File: src/rtl/match_event_counter.sv
// match_event_counter
// Counts one-cycle match flags from the serial pattern detector over fixed,
// back-to-back windows of WIN_LEN cycles. At each window end the count and a
// threshold alarm are published on a valid/ready result port. A result that
// is replaced before being accepted sets a sticky overrun flag.
module match_event_counter #(
    parameter int CNT_W   = 8,
    parameter int WIN_W   = 8,
    parameter int WIN_LEN = 64,
    parameter int THRESH  = 4
) (
    input  logic             clk,
    input  logic             rst,
    input  logic             en,
    input  logic             clr,
    input  logic             q_in,
    input  logic             res_ready,
    output logic             res_valid,
    output logic [CNT_W-1:0] res_cnt,
    output logic             res_alarm,
    output logic             overrun
);

    typedef enum logic [0:0] {
        ST_IDLE = 1'b0,
        ST_RUN  = 1'b1
    } state_t;

    // Last cycle index of a window; the window ends on the cycle holding it.
    localparam logic [WIN_W-1:0] WIN_LAST = WIN_W'(WIN_LEN - 1);

    // Increment that sticks at all-ones instead of wrapping to zero.
    function automatic logic [CNT_W-1:0] sat_inc(input logic [CNT_W-1:0] val,
                                                 input logic             inc);
        logic [CNT_W-1:0] res;
        if (inc && (val != {CNT_W{1'b1}})) begin
            res = val + CNT_W'(1);
        end else begin
            res = val;
        end
        return res;
    endfunction

    // Alarm decision; a threshold above the count range simply never fires.
    function automatic logic over_thresh(input logic [CNT_W-1:0] val);
        logic [31:0] wide;
        wide = 32'(val);
        return (wide >= 32'(THRESH));
    endfunction

    state_t           state_r;
    logic [WIN_W-1:0] win_cnt_r;
    logic [CNT_W-1:0] acc_r;
    logic             res_valid_r;
    logic [CNT_W-1:0] res_cnt_r;
    logic             res_alarm_r;
    logic             overrun_r;

    logic             run_s;
    logic             win_end_s;
    logic             xfer_s;
    logic [CNT_W-1:0] final_s;
    logic             alarm_s;

    // Counting only happens while in RUN with en held high; en=0 aborts.
    assign run_s     = (state_r == ST_RUN) && en;
    assign win_end_s = run_s && (win_cnt_r == WIN_LAST);
    assign xfer_s    = res_valid_r && res_ready;
    // The match flag of the current cycle is folded in, so the last window
    // cycle is counted in that window's result.
    assign final_s   = sat_inc(acc_r, q_in);
    assign alarm_s   = over_thresh(final_s);

    // Mode FSM: IDLE waits for en, RUN drops back to IDLE as soon as en falls.
    always_ff @(posedge clk or negedge rst) begin
        if (!rst) begin
            state_r <= ST_IDLE;
        end else begin
            case (state_r)
                ST_IDLE: begin
                    if (en) begin
                        state_r <= ST_RUN;
                    end else begin
                        state_r <= ST_IDLE;
                    end
                end
                ST_RUN: begin
                    if (!en) begin
                        state_r <= ST_IDLE;
                    end else begin
                        state_r <= ST_RUN;
                    end
                end
                default: begin
                    state_r <= ST_IDLE;
                end
            endcase
        end
    end

    // Window cycle counter and match accumulator; cleared outside counting,
    // on clr and at every window end so windows abut with no dead cycle.
    always_ff @(posedge clk or negedge rst) begin
        if (!rst) begin
            win_cnt_r <= {WIN_W{1'b0}};
            acc_r     <= {CNT_W{1'b0}};
        end else if (clr || !run_s || win_end_s) begin
            win_cnt_r <= {WIN_W{1'b0}};
            acc_r     <= {CNT_W{1'b0}};
        end else begin
            win_cnt_r <= win_cnt_r + WIN_W'(1);
            acc_r     <= final_s;
        end
    end

    // Result register and handshake; clr wins over a coincident window end,
    // a new result wins over a coincident transfer, and replacing an
    // unaccepted result marks overrun until reset or clr.
    always_ff @(posedge clk or negedge rst) begin
        if (!rst) begin
            res_valid_r <= 1'b0;
            res_cnt_r   <= {CNT_W{1'b0}};
            res_alarm_r <= 1'b0;
            overrun_r   <= 1'b0;
        end else if (clr) begin
            res_valid_r <= 1'b0;
            overrun_r   <= 1'b0;
        end else if (win_end_s) begin
            res_valid_r <= 1'b1;
            res_cnt_r   <= final_s;
            res_alarm_r <= alarm_s;
            if (res_valid_r && !res_ready) begin
                overrun_r <= 1'b1;
            end else begin
                overrun_r <= overrun_r;
            end
        end else if (xfer_s) begin
            res_valid_r <= 1'b0;
        end else begin
            res_valid_r <= res_valid_r;
        end
    end

    assign res_valid = res_valid_r;
    assign res_cnt   = res_cnt_r;
    assign res_alarm = res_alarm_r;
    assign overrun   = overrun_r;

endmodule
File: config.mk
export PLATFORM = sky130hd
export DESIGN_NAME = match_event_counter
export DESIGN_NICKNAME = d
export VERILOG_FILES = /design/src/rtl/match_event_counter.sv
export SDC_FILE = /design/constraint.sdc
export NUM_CORES = 1
export LEC_CHECK = 0
export ABC_CLOCK_PERIOD_IN_PS = 2200
export CAP_MARGIN = 10
export CORE_ASPECT_RATIO = 1.75
export CORE_MARGIN = 4
export CORE_UTILIZATION = 51
export CTS_CLUSTER_DIAMETER = 120
export CTS_CLUSTER_SIZE = 28
export DETAILED_ROUTE_END_ITERATION = 12
export GPL_ROUTABILITY_DRIVEN = 0
export HOLD_SLACK_MARGIN = 0.08
export PLACE_DENSITY = 0.74
export SLEW_MARGIN = 20
export SYNTH_ARGS = -nofsm -noshare
export SYNTH_HDL_FRONTEND = slang
export SYNTH_SLANG_ARGS = --single-unit
File: constraint.sdc
create_clock -name clk -period 2.2 [get_ports clk]
set_input_delay 0.55 -clock clk [delete_from_list [all_inputs] [get_ports clk]]
set_output_delay 0.55 -clock clk [all_outputs]
set_load 0.005 [all_outputs]
==> results.md <==
- Status: finished clean
- Via count: about 1000
- # IOs: 17
- Maximum clock rate: 522 MHz
- Syn Std Cell Area: 0.00136 mm2
- Max-cap violation count: 0
- Post-Syn Instances: 129
- Commonest non-fill, non-tap cells in the layout: 28 x dfrtp_1, 20 x nor2_1, 16 x clkdlybuf4s50_1, 13 x nand2_1
- 1st-iter DRT viols: 13
- Final Cycle Share: 87.1%
- Crit Path Category: primary input to flop
- Port Buffers: 16
- Total gr overflow: 0
- Power Internal: ~800 uW
- Max Root-Sink Buffers: 2
- Post-CTS Setup Bufs: 0
- Largest net degree at the start of global routing: 29
- Clk Latency, worst-skew pair: between 0.2 and 0.3 ns
- Endpoint class of the critical path: flop
- Buf+Inv Stages, Crit Path: 1
- Layout net count: roughly 160
- Clock power share: 42.1%
- Core area: about 0.0025 mm2
- Worst-margin pin slew: between 0.4 and 0.5 ns
- Layout area overhead: 20.3%
- Psw: ~190 uW
- Crit Path Max Fanout: 18
- Initial Util: 54.0%
- Vias in the first global route: ~1100
- CTS Buf Count: 3
- Share of layout cells above drive strength 1: around 17%
- Final Hold Vio Count: 0
- Clock transition at path regs: ~0.090 ns
- Routed wire length: roughly 2800 um
- Resized Gates After CTS: 0
- Flops & latches, synth: 28
- Mean post-synth cell area: between 10 and 15 um2
- EDFF count, synth: 0
- H-tree Lvls: 1
- Finished Core Util: between 60% and 70%
- Hold Buf Count CTS: 0
- Commonest non-fill, non-tap cell in the layout: dfrtp_1
- Crit path DAT: 2.10 ns
- Period minus WS final: around 1.9 ns
- DR vias/cell: between 5 and 6
- Die width: 47.1 um
- CTS tree: yes
- Critical Path RT: 2.38 ns
- CP max stage cell: or4_4
- Filler Cell Count: between 200 and 250
- Clock Sink Count: 28
- Worst vdd ir: around 0.00049 V
- Startpoint Class: primary input
- # DRC: 0
- Stages on worst setup path: 4
- Antenna violations before repair: 0
- Worst min path class: flop to flop
- Post-synth top flop: dfrtp_1
- Max-slew violation count: 0
- DIE AREA: 0.00359 mm2
- Hold depth: 2
- Comb pwr share: roughly 4.0%
- GR Util All Layers: about a fifth
- Syn Nets: 137
- RSZ-0062 raised after global routing: no
- Sw Share: ~19%
- Worst rel slew slack: ~67%
- Post-DP Area: 0.00157 mm2
- Finished layout cell area: roughly 0.0016 mm2
- Top Family by Delay on Critical Path: simple AND/OR/NAND/NOR gates
- Path depth of the worst reg2reg path: 5
- Post-DRT Antenna Nets: 0
- CP max stage delay: ~0.69 ns
- Netlist cell types: 38
- CP Cell Sequence: clkdlybuf4s50_1, nand3b_4, or4_4, o31ai_2
- Drt wl/cell: between 15 and 20 um
- Row count: 24
- Synth warnings: 0
- Setup-failing EPs final: 0
- Root cell of the clock tree: clkbuf_8
- Flop pwr share: a little over half
- Final Skew: ~0.0026 ns
- Flop2flop setup slack: around 0.29 ns
- DP HPWL: around 2100 um
- PwrDens: just under 600 mW/mm2
- First-pass GRT wire length: 5030 um
- Ys async rst share: 100%
- Die height: ~76 um
- Leakage: 0.710 nW
- ANT cells: 0
- DR pass1 iterations: 4
- Sequential share of the synthesized area: 51.4%
[state kept, by name, summed over array words and instances (netlist names)]
signal and count:
state_r 1, acc_r 8, win_cnt_r 8, overrun 1, res_valid 1, res_cnt 8
res_alarm 1
[layout make-up]
type	count	area, um2	area share (%)
multi-input combinational	94	611	37.3
inverter	3	11.3	0.687
tap	26	32.5	1.98
timing repair buffer	23	213	13.0
sequential	28	701	42.7
clock inverter	1	30.0	1.83
clock buffer	3	41.3	2.52
[routing by layer]
layer	up-vias	share of wire [%]	global-route usage (%)
met4	0	2.8	7.76
met1	494	37	21.7
met3	8	3.9	3.55
met2	24	56	32.8
li1	502	-	-
met5	-	0	0
[power by group through the flow]
stage	clock network (mW)	logic [mW]	registers, mW
2_1_floorplan	0	0.0101	0.529
3_3_place_gp	0	0.0383	0.529
3_5_place_dp	0	0.0395	0.530
4_1_cts	0.413	0.0398	0.519
5_1_grt	0.437	0.0431	0.520
6_report	0.405	0.0386	0.519
[Yosys cell counts, types with 2 or more instances]
| cell type | count | share of area, % |
|---|---|---|
| a21o_1 | 2 | 1.1 |
| a21oi_1 | 2 | 0.73 |
| a41oi_1 | 2 | 1.3 |
| and4_1 | 3 | 1.9 |
| dfrtp_1 | 28 | 51 |
| ha_1 | 2 | 1.8 |
| inv_1 | 3 | 0.83 |
| mux2i_1 | 2 | 1.5 |
| nand2_1 | 13 | 3.6 |
| nand3_1 | 7 | 2.6 |
| nand4_1 | 2 | 0.92 |
| nor2_1 | 20 | 5.5 |
| nor3_1 | 3 | 1.1 |
| o21ai_0 | 4 | 1.5 |
| o21ai_2 | 6 | 3.9 |
| o31ai_2 | 2 | 1.8 |
| xnor2_1 | 4 | 2.6 |
| xor2_1 | 4 | 2.6 |
[metrics by stage]
step	total power, mW	cells	setup TNS, ns	setup WS, ns	hold slack [ns]
6_report	0.963	178	0	0.284	0.492
2_1_floorplan	0.539	129	0	0.454	0.254
3_3_place_gp	0.568	174	0	0.0549	0.467
5_1_grt	1.00	178	0	0.101	0.529
4_1_cts	0.973	178	0	0.275	0.498
3_5_place_dp	0.569	174	-0.0434	-0.0313	0.475
[cell families after synthesis]
kind of cell	Yosys count	share of synthesized area, %
muxes	2	1.47
xor gates and xnor gates	8	5.14
and+or+nand+nor	58	22.3
buffers and inverters	7	3.76
DFF	28	51.4
AOI/OAI and AO/OA	24	14.1
adders and majority gates	2	1.84
[worst min-delay path: cells and delay by family (launching register included)]
| family | cells | cell delay, ns |
|---|---|---|
| AND/OR/NAND/NOR | 1 | 0.06 |
| flip-flops | 1 | 0.36 |
| AO/OA/AOI/OAI | 1 | 0.05 |
[worst paths after layout]
kind	from	end
min reg2reg	res_cnt[1]	res_cnt[1]
min in group asynchronous	rst	res_cnt[1]
max reg2reg	acc_r[0]	acc_r[1]
max	en	res_cnt[2]
max in group asynchronous	rst	win_cnt_r[6]
min	res_cnt[1]	res_cnt[1]
Note: power is estimated with default switching activity, not from simulation.
